===== src/rtl/id_ex_stage.sv =====
// ID/EX pipeline register with EX/MEM operand bypass and a load-use stall FSM.
// The register file writes on negedge, so no WB bypass path is needed here.
module id_ex_stage #(
  parameter int XLEN     = 64,
  parameter int LOAD_LAT = 1
) (
  input  logic            clk,
  input  logic            reset,
  input  logic            flush,
  input  logic            id_valid,
  input  logic [4:0]      id_rs1,
  input  logic [4:0]      id_rs2,
  input  logic [4:0]      id_rd,
  input  logic            id_we,
  input  logic            id_is_load,
  input  logic            id_uses_rs1,
  input  logic            id_uses_rs2,
  input  logic            id_csrrs,
  input  logic [XLEN-1:0] id_rs1_data,
  input  logic [XLEN-1:0] id_rs2_data,
  input  logic [15:0]     id_ctrl,
  input  logic [XLEN-1:0] ex_alu_result,
  input  logic            mem_we,
  input  logic [4:0]      mem_rd,
  input  logic [XLEN-1:0] mem_result,
  output logic            stall_id,
  output logic            ex_valid,
  output logic            ex_bubble,
  output logic [4:0]      ex_rd,
  output logic            ex_we,
  output logic            ex_is_load,
  output logic [XLEN-1:0] ex_rs1_data,
  output logic [XLEN-1:0] ex_rs2_data,
  output logic [15:0]     ex_ctrl
);

  // Counter holds the remaining extra bubbles after the first one (0..LOAD_LAT-2).
  localparam int CNT_W = (LOAD_LAT > 2) ? $clog2(LOAD_LAT - 1) : 1;
  localparam logic [CNT_W-1:0] CNT_INIT = (LOAD_LAT > 1) ? CNT_W'(LOAD_LAT - 2) : '0;

  typedef enum logic {
    RUN   = 1'b0,
    STALL = 1'b1
  } state_t;

  state_t          state;
  state_t          state_nxt;
  logic [CNT_W-1:0] cnt;
  logic [CNT_W-1:0] cnt_nxt;

  logic            rs1_match;
  logic            rs2_match;
  logic            hazard;
  logic            issue;
  logic [XLEN-1:0] rs1_fwd;
  logic [XLEN-1:0] rs2_fwd;

  // Load-use hazard: a load in EX whose rd is needed by the instruction in ID.
  always_comb begin
    rs1_match = id_uses_rs1 && (id_rs1 == ex_rd);
    rs2_match = id_uses_rs2 && !id_csrrs && (id_rs2 == ex_rd);
    hazard    = id_valid && ex_valid && ex_is_load && (ex_rd != 5'd0) &&
                (rs1_match || rs2_match);
    stall_id  = !flush && (((state == RUN) && hazard) || (state == STALL));
    issue     = !flush && (state == RUN) && !hazard;
  end

  // Operand bypass; the EX result wins over MEM, and CSR data on rs2 is never replaced.
  always_comb begin
    rs1_fwd = id_rs1_data;
    rs2_fwd = id_rs2_data;
    if (ex_valid && ex_we && !ex_is_load && (ex_rd != 5'd0) && (ex_rd == id_rs1)) begin
      rs1_fwd = ex_alu_result;
    end else if (mem_we && (mem_rd != 5'd0) && (mem_rd == id_rs1)) begin
      rs1_fwd = mem_result;
    end
    if (!id_csrrs) begin
      if (ex_valid && ex_we && !ex_is_load && (ex_rd != 5'd0) && (ex_rd == id_rs2)) begin
        rs2_fwd = ex_alu_result;
      end else if (mem_we && (mem_rd != 5'd0) && (mem_rd == id_rs2)) begin
        rs2_fwd = mem_result;
      end
    end
  end

  // Stall FSM next state: the first bubble clears ex_is_load, so the remaining
  // LOAD_LAT-1 bubbles must be counted here rather than re-detected.
  always_comb begin
    state_nxt = state;
    cnt_nxt   = cnt;
    if (flush) begin
      state_nxt = RUN;
      cnt_nxt   = '0;
    end else if (state == RUN) begin
      if (hazard && (LOAD_LAT > 1)) begin
        state_nxt = STALL;
        cnt_nxt   = CNT_INIT;
      end
    end else begin
      if (cnt == '0) begin
        state_nxt = RUN;
      end else begin
        cnt_nxt = cnt - 1'b1;
      end
    end
  end

  // Stall FSM state register; reset aborts any stall in progress.
  always_ff @(posedge clk) begin
    if (reset) begin
      state <= RUN;
      cnt   <= '0;
    end else begin
      state <= state_nxt;
      cnt   <= cnt_nxt;
    end
  end

  // ID/EX register: issue the ID instruction or insert a bubble that holds data/ctrl.
  always_ff @(posedge clk) begin
    if (reset) begin
      ex_valid    <= 1'b0;
      ex_bubble   <= 1'b1;
      ex_rd       <= 5'd0;
      ex_we       <= 1'b0;
      ex_is_load  <= 1'b0;
      ex_rs1_data <= '0;
      ex_rs2_data <= '0;
      ex_ctrl     <= 16'd0;
    end else if (issue) begin
      ex_valid    <= id_valid;
      ex_bubble   <= !id_valid;
      ex_rd       <= id_rd;
      ex_we       <= id_we && id_valid;
      ex_is_load  <= id_is_load;
      ex_rs1_data <= rs1_fwd;
      ex_rs2_data <= rs2_fwd;
      ex_ctrl     <= id_ctrl;
    end else begin
      ex_valid    <= 1'b0;
      ex_bubble   <= 1'b1;
      ex_we       <= 1'b0;
      ex_is_load  <= 1'b0;
    end
  end

endmodule


===== config.mk =====
export PLATFORM = sky130hd
export DESIGN_NAME = id_ex_stage
export DESIGN_NICKNAME = d
export VERILOG_FILES = /design/src/rtl/id_ex_stage.sv
export SDC_FILE = /design/constraint.sdc
export NUM_CORES = 1
export LEC_CHECK = 0
export ABC_AREA = 1
export BUFFER_PORTS_ARGS = -buffer_cell sky130_fd_sc_hd__buf_2
export CAP_MARGIN = 10
export CORE_AREA = 2 2 177 179
export DETAILED_ROUTE_END_ITERATION = 8
export DIE_AREA = 0 0 179 181
export PLACE_DENSITY = 0.72
export SLEW_MARGIN = 25
export SYNTH_ARGS = -nofsm -noshare
export SYNTH_HDL_FRONTEND = slang
export SYNTH_SLANG_ARGS = --single-unit

===== constraint.sdc =====
create_clock -name clk -period 2.29 [get_ports clk]
set_clock_uncertainty 0.2 [all_clocks]
set_input_delay 0.229 -clock clk [delete_from_list [all_inputs] [get_ports clk]]
set_output_delay 0.229 -clock clk [all_outputs]
set_load 0.005 [all_outputs]

==> impl_metrics.env, run 1 <==
export IMPL_area_growth_pct=54.7
export IMPL_grtUsageTotal=0.303
export IMPL_peakVddDrop_mv=0.483
export IMPL_maxCapViolations=0
export IMPL_fmax_mhz=468
export IMPL_ios=456
export IMPL_layout_nets=2793
export IMPL_grt_pass1_vias=14600
export IMPL_clk_pin_slew_worst_paths_ns=0.07
export IMPL_fin_ws_ns=0.153
export IMPL_worst_hold_slack_ns=0.0246
export IMPL_syn_nets=2167
export IMPL_drt_wl_total_um=50400
export IMPL_status="completed"
export IMPL_first_pass_iters=6
export IMPL_cts_num_sinks=153
export IMPL_syn_area_per_cell_um2=5.62
export IMPL_critPathLaunchType="flip-flop"
export IMPL_reg2reg_to="ex_rs2_data[38]"
export IMPL_fin_tns_setup_ns=0
export IMPL_grt_pass1_wl_um=76500
export IMPL_rsz0062_at_grt="no"
export IMPL_relSlewSlack=0.401
export IMPL_clock_root_buffer="clkbuf_16"
export IMPL_reg2reg_slack_ns=0.15
export IMPL_place_congestion=0.938
export IMPL_layout_common_cells="nand2_1 (544), buf_2 (455), nor2_1 (302)"
export IMPL_crit_path_max_fanout=38
export IMPL_numCtsBuffers=17
export IMPL_hold_class="in2reg"
export IMPL_final_common_cell="nand2_1"
export IMPL_drt_initial_drc_count=1239
export IMPL_finalHoldViolCount=0
export IMPL_synthCells=1865
export IMPL_fin_crit_ns=2.14
export IMPL_worstSetupPathType="reg2reg"
export IMPL_slew_violations=0
export IMPL_syn_cell_area_um2=10500
export IMPL_dieArea_um2=32400
export IMPL_postCtsSetupBuffers=0
export IMPL_vias=15000
export IMPL_start_util=0.345
export IMPL_setup_viol_count_final=0
export IMPL_worstSkewPairLatency_ns=0.44
export IMPL_worstHoldEndpoint="ex_rs1_data[35]"
export IMPL_io_buffers=455
export IMPL_worstPathArrival_ns=2.23
export IMPL_r2r_cells=13
export IMPL_cts_tree="built"
export IMPL_hpwl_um=32900
export IMPL_drive_gt1_frac=0.223
export IMPL_grt_max_degree=78
export IMPL_ys_types=23
export IMPL_r2r_start="ex_rd[0]"
export IMPL_seq_area_frac_synth=0.292
export IMPL_crit_start="ex_rd[0]"
export IMPL_die_w_um=179
export IMPL_worst_slew_pin_slew_ns=0.899
export IMPL_yosysWarnings=0
export IMPL_core_um2=30300
export IMPL_post_drt_wl_per_cell_um=17.4
export IMPL_postRouteAntennaNets=0
export IMPL_drc=0
export IMPL_h_tree_depth=4
export IMPL_final_util=0.534
export IMPL_leakage_uw=0.00873
export IMPL_row_count=64
export IMPL_clockBufferDepth=2
export IMPL_overflow=0
export IMPL_period_share=0.933
export IMPL_pre_cts_slack_ns=0.133
export IMPL_min_delay_start="mem_result[35]"
export IMPL_antenna_found_initial=1
export IMPL_avgViaCountPerCell=5.17
export IMPL_required_ns=2.38
export IMPL_fill_cells=2903
export IMPL_p_per_area_nw_per_um2=494
export IMPL_endpoint_kind="flip-flop"
export IMPL_die_y_um=181
export IMPL_hold_depth=5
export IMPL_synth_seq_cells=153
## how the worst max path moves through the flow
stage	end	slack, ns
after floorplan	ex_rs1_data[0]	0.50
after global placement	ex_rs2_data[3]	0.17
after detailed placement	ex_rs2_data[3]	0.13
after CTS	stall_id	0.16
after global routing	ex_rs2_data[38]	0.007
final	ex_rs2_data[38]	0.15
## worst max-delay path, cell delays in order, from the launching register on
cell and delay [ns]:
dfxtp_1 0.43, inv_2 0.06, nand2_1 0.06, nand2_1 0.05, nor2_1 0.14, nand4_1 0.11
nand2_1 0.09, nand2_2 0.07, nand2_4 0.09, buf_12 0.20, buf_12 0.22, nor2_1 0.06
nand2_1 0.08, a21oi_1 0.07
## sequential cells by signal (all words and copies together), names as in the netlist
register	cells
ex_rs1_data	64
ex_we	1
ex_ctrl	16
ex_bubble	1
ex_rs2_data	64
ex_valid	1
ex_is_load	1
ex_rd	5
## cell type report
class | count | area [µm²] | area share
Multi-Input combinational cell | 1350 | 5880 | 0.363
Clock inverter | 10 | 119 | 0.00733
Antenna cell | 1 | 2.50 | 0.000154
Sequential cell | 153 | 3060 | 0.189
Timing Repair Buffer | 750 | 5360 | 0.331
Tap cell | 396 | 495 | 0.0306
Clock buffer | 22 | 464 | 0.0286
Inverter | 219 | 827 | 0.0510
## logic make-up after synthesis
| family | Yosys count | synth area share |
|---|---|---|
| and+or+nand+nor | 1124 | 0.445 |
| buffers and inverters | 362 | 0.151 |
| AOI/OAI and AO/OA | 217 | 0.104 |
| DFF | 153 | 0.292 |
| xor gates and xnor gates | 9 | 0.00752 |
## per-layer routing
metal	wire, µm	GRT usage
met3	5700	0.0743
met1	18100	0.342
met5	0	0
met4	2920	0.178
met2	23600	0.514
## cell usage after synthesis
cell,n,area (µm²)
xnor2_1,2,17.5
buf_1,14,52.6
clkbuf_2,1,5.00
o21ai_1,54,270
inv_2,6,22.5
inv_1,213,800
nand3_2,1,10.0
a21oi_1,132,661
nand3_1,195,976
clkbuf_1,69,259
nor2_2,2,12.5
nor3_1,1,5.00
o21ai_0,31,155
buf_2,20,100
nand2_4,1,11.3
buf_6,15,169
buf_4,24,180
nor2_1,306,1150
nand2_1,545,2050
xor2_1,7,61.3
nand4_1,71,444
dfxtp_1,153,3060
nand2_2,2,12.5
## where the power goes
part	switching, µW	internal (µW)
Combinational	1160	962
Clock	1260	1670
Sequential	114	2850
Total	2530	5480
## metrics by stage
step / instance area (µm²) / std cells / total power, µW
after floorplan: 10500 / 1865 / 3880
after global placement: 13200 / 2626 / 4720
after detailed placement: 13200 / 2626 / 4740
after CTS: 16200 / 2900 / 8000
after global routing: 16200 / 2901 / 8360
final: 16200 / 2901 / 8010
## repair_timing
item | in CTS | in global routing
hold endpoints to repair | 151 | 0
resized for setup | 0 | 1
hold buffers | 242 | 0
endpoints found under the setup margin | 0 | 2
(Power assumes the default switching activity.)
==> run 2, diff against run 1 <==
- PLACE_DENSITY: 0.72 -> default
==> run 2 against run 1 <==
  * Via count fell by 4.2%
  * Combinational power fell by 3%
  * First-iteration DRC count shrank 19%
  * Worst setup slack improved by 0.010 ns
  * Die area is the same
  * Sequential power is essentially flat
  * Total power shrank 1.8%
  * Routed wire length fell by 5.4%
  * Sequential share of layout area up 0.29 points
  * Critical endpoint is now stall_id
  * Largest cell class unchanged
  * Largest power group unchanged
==> impl_metrics.env, run 2 (synthesized netlist as in run 1, its figures left out) <==
export IMPL_postCtsHoldBufs=227
export IMPL_grt_pass1_wl_um=72800
export IMPL_place_congestion=0.883
export IMPL_ios=456
export IMPL_postRouteAntennaNets=0
export IMPL_overflow=0
export IMPL_drt_wl_total_um=47700
export IMPL_reg2reg_to="ex_rs1_data[37]"
export IMPL_status="completed"
export IMPL_min_delay_start="mem_result[49]"
export IMPL_fin_ws_ns=0.164
export IMPL_layout_common_cells="nand2_1 (544), buf_2 (455), nor2_1 (302)"
export IMPL_die_y_um=181
export IMPL_setup_viol_count_final=0
export IMPL_pre_cts_slack_ns=0.153
export IMPL_grt_pass1_vias=13900
export IMPL_area_growth_pct=52.3
export IMPL_dieArea_um2=32400
export IMPL_fmax_mhz=470
export IMPL_required_ns=1.86
export IMPL_p_per_area_nw_per_um2=493
export IMPL_worstSetupPathType="reg2out"
export IMPL_finalHoldViolCount=0
export IMPL_leakage_uw=0.00858
export IMPL_hold_class="in2reg"
export IMPL_final_common_cell="nand2_1"
export IMPL_worstHoldEndpoint="ex_rs1_data[49]"
export IMPL_worstSkewPairLatency_ns=0.44
export IMPL_avgViaCountPerCell=5.00
export IMPL_drt_initial_drc_count=1006
export IMPL_crit_start="ex_rd[0]"
export IMPL_postCtsSetupBuffers=0
export IMPL_antenna_found_initial=4
export IMPL_fin_tns_setup_ns=0
export IMPL_clockBufferDepth=2
export IMPL_worst_slew_pin_slew_ns=0.904
export IMPL_regArea_um2=3060
export IMPL_grt_max_degree=76
export IMPL_numCtsBuffers=17
export IMPL_cpMaxStageDelayCell="dfxtp_1"
export IMPL_reg2reg_slack_ns=0.21
export IMPL_clock_root_buffer="clkbuf_16"
export IMPL_period_share=0.929
export IMPL_core_um2=30300
export IMPL_vias=14400
export IMPL_critical_path_max_stage_delay_ns=0.43
export IMPL_hpwl_um=32500
export IMPL_fill_cells=3073
export IMPL_r2r_cells=12
export IMPL_io_buffers=455
export IMPL_row_count=64
export IMPL_worst_hold_slack_ns=0.0136
export IMPL_rsz0062_at_grt="no"
export IMPL_fin_crit_ns=2.13
export IMPL_endpoint_kind="output pin"
export IMPL_crit_chain="inv_2, nand2_1, nand2_1, nor2_1, nand4_1, nand2_1, nand2_2, nor2_1, buf_2"
export IMPL_grtUsageTotal=0.284
export IMPL_multi_input_area_um2=5880
export IMPL_cts_num_sinks=153
export IMPL_drive_gt1_frac=0.219
export IMPL_crit_path_max_fanout=6
export IMPL_clk_pin_slew_worst_paths_ns=0.07
export IMPL_peakVddDrop_mv=0.439
export IMPL_cts_tree="built"
export IMPL_critPathLaunchType="flip-flop"
export IMPL_relSlewSlack=0.397
export IMPL_hold_depth=5
export IMPL_start_util=0.345
export IMPL_first_pass_iters=5
export IMPL_layout_nets=2762
export IMPL_maxCapViolations=0
export IMPL_worst_path_most_repeated_cell="nand2_1"
export IMPL_post_drt_wl_per_cell_um=16.6
export IMPL_h_tree_depth=4
export IMPL_cts_resized=0
export IMPL_slew_violations=0
export IMPL_die_w_um=179
export IMPL_worstPathArrival_ns=1.70
export IMPL_top_regs="ex_rs1_data x64, ex_rs2_data x64, ex_ctrl x16"
export IMPL_r2r_start="ex_rd[0]"
export IMPL_drc=0
-- run 2: how the worst max path moves through the flow --
| stage | end | slack (ns) |
|---|---|---|
| floorplan | ex_rs1_data[0] | 0.50 |
| CTS | stall_id | 0.14 |
| global placement | ex_rs1_data[53] | 0.20 |
| global route | stall_id | 0.03 |
| detailed placement | ex_rs1_data[53] | 0.15 |
| finish | stall_id | 0.16 |
-- run 2: final cells by class --
type | count | share of cell area
inverter | 219 | 0.0518
multi-input combinational | 1350 | 0.368
clock buffer | 20 | 0.0273
tap | 396 | 0.0310
sequential | 153 | 0.192
clock inverter | 11 | 0.00791
antenna | 4 | 0.000627
timing repair buffer | 719 | 0.321
-- run 2: critical path: cells and delay by family (launching register included) --
family        cells  cell delay (ns)
buf+inv           2             0.20
flops             1             0.43
simple gates      7             0.64
-- run 2: through the flow --
| step | utilization | power (µW) | cell area [µm²] | std cells |
|---|---|---|---|---|
| 6_report | 0.526 | 7870 | 16000 | 2872 |
| 3_5_place_dp | 0.432 | 4730 | 13100 | 2610 |
| 2_1_floorplan | - | 3880 | 10500 | 1865 |
| 4_1_cts | 0.526 | 7890 | 16000 | 2868 |
| 5_1_grt | 0.526 | 8250 | 16000 | 2872 |
| 3_3_place_gp | 0.432 | 4710 | 13100 | 2610 |
-- run 2: power breakdown --
part           leakage (µW)  internal [µW]  switching (µW)  total (µW)
clock network      0.000262           1600            1260        2860
registers           0.00127           2850             103        2950
logic               0.00705            943            1110        2060
-- run 2: metal layers --
metal	global-route usage	part of all wire
met1	0.320	0.39
met2	0.504	0.48
met3	0.0718	0.084
met4	0.119	0.037
met5	0	0
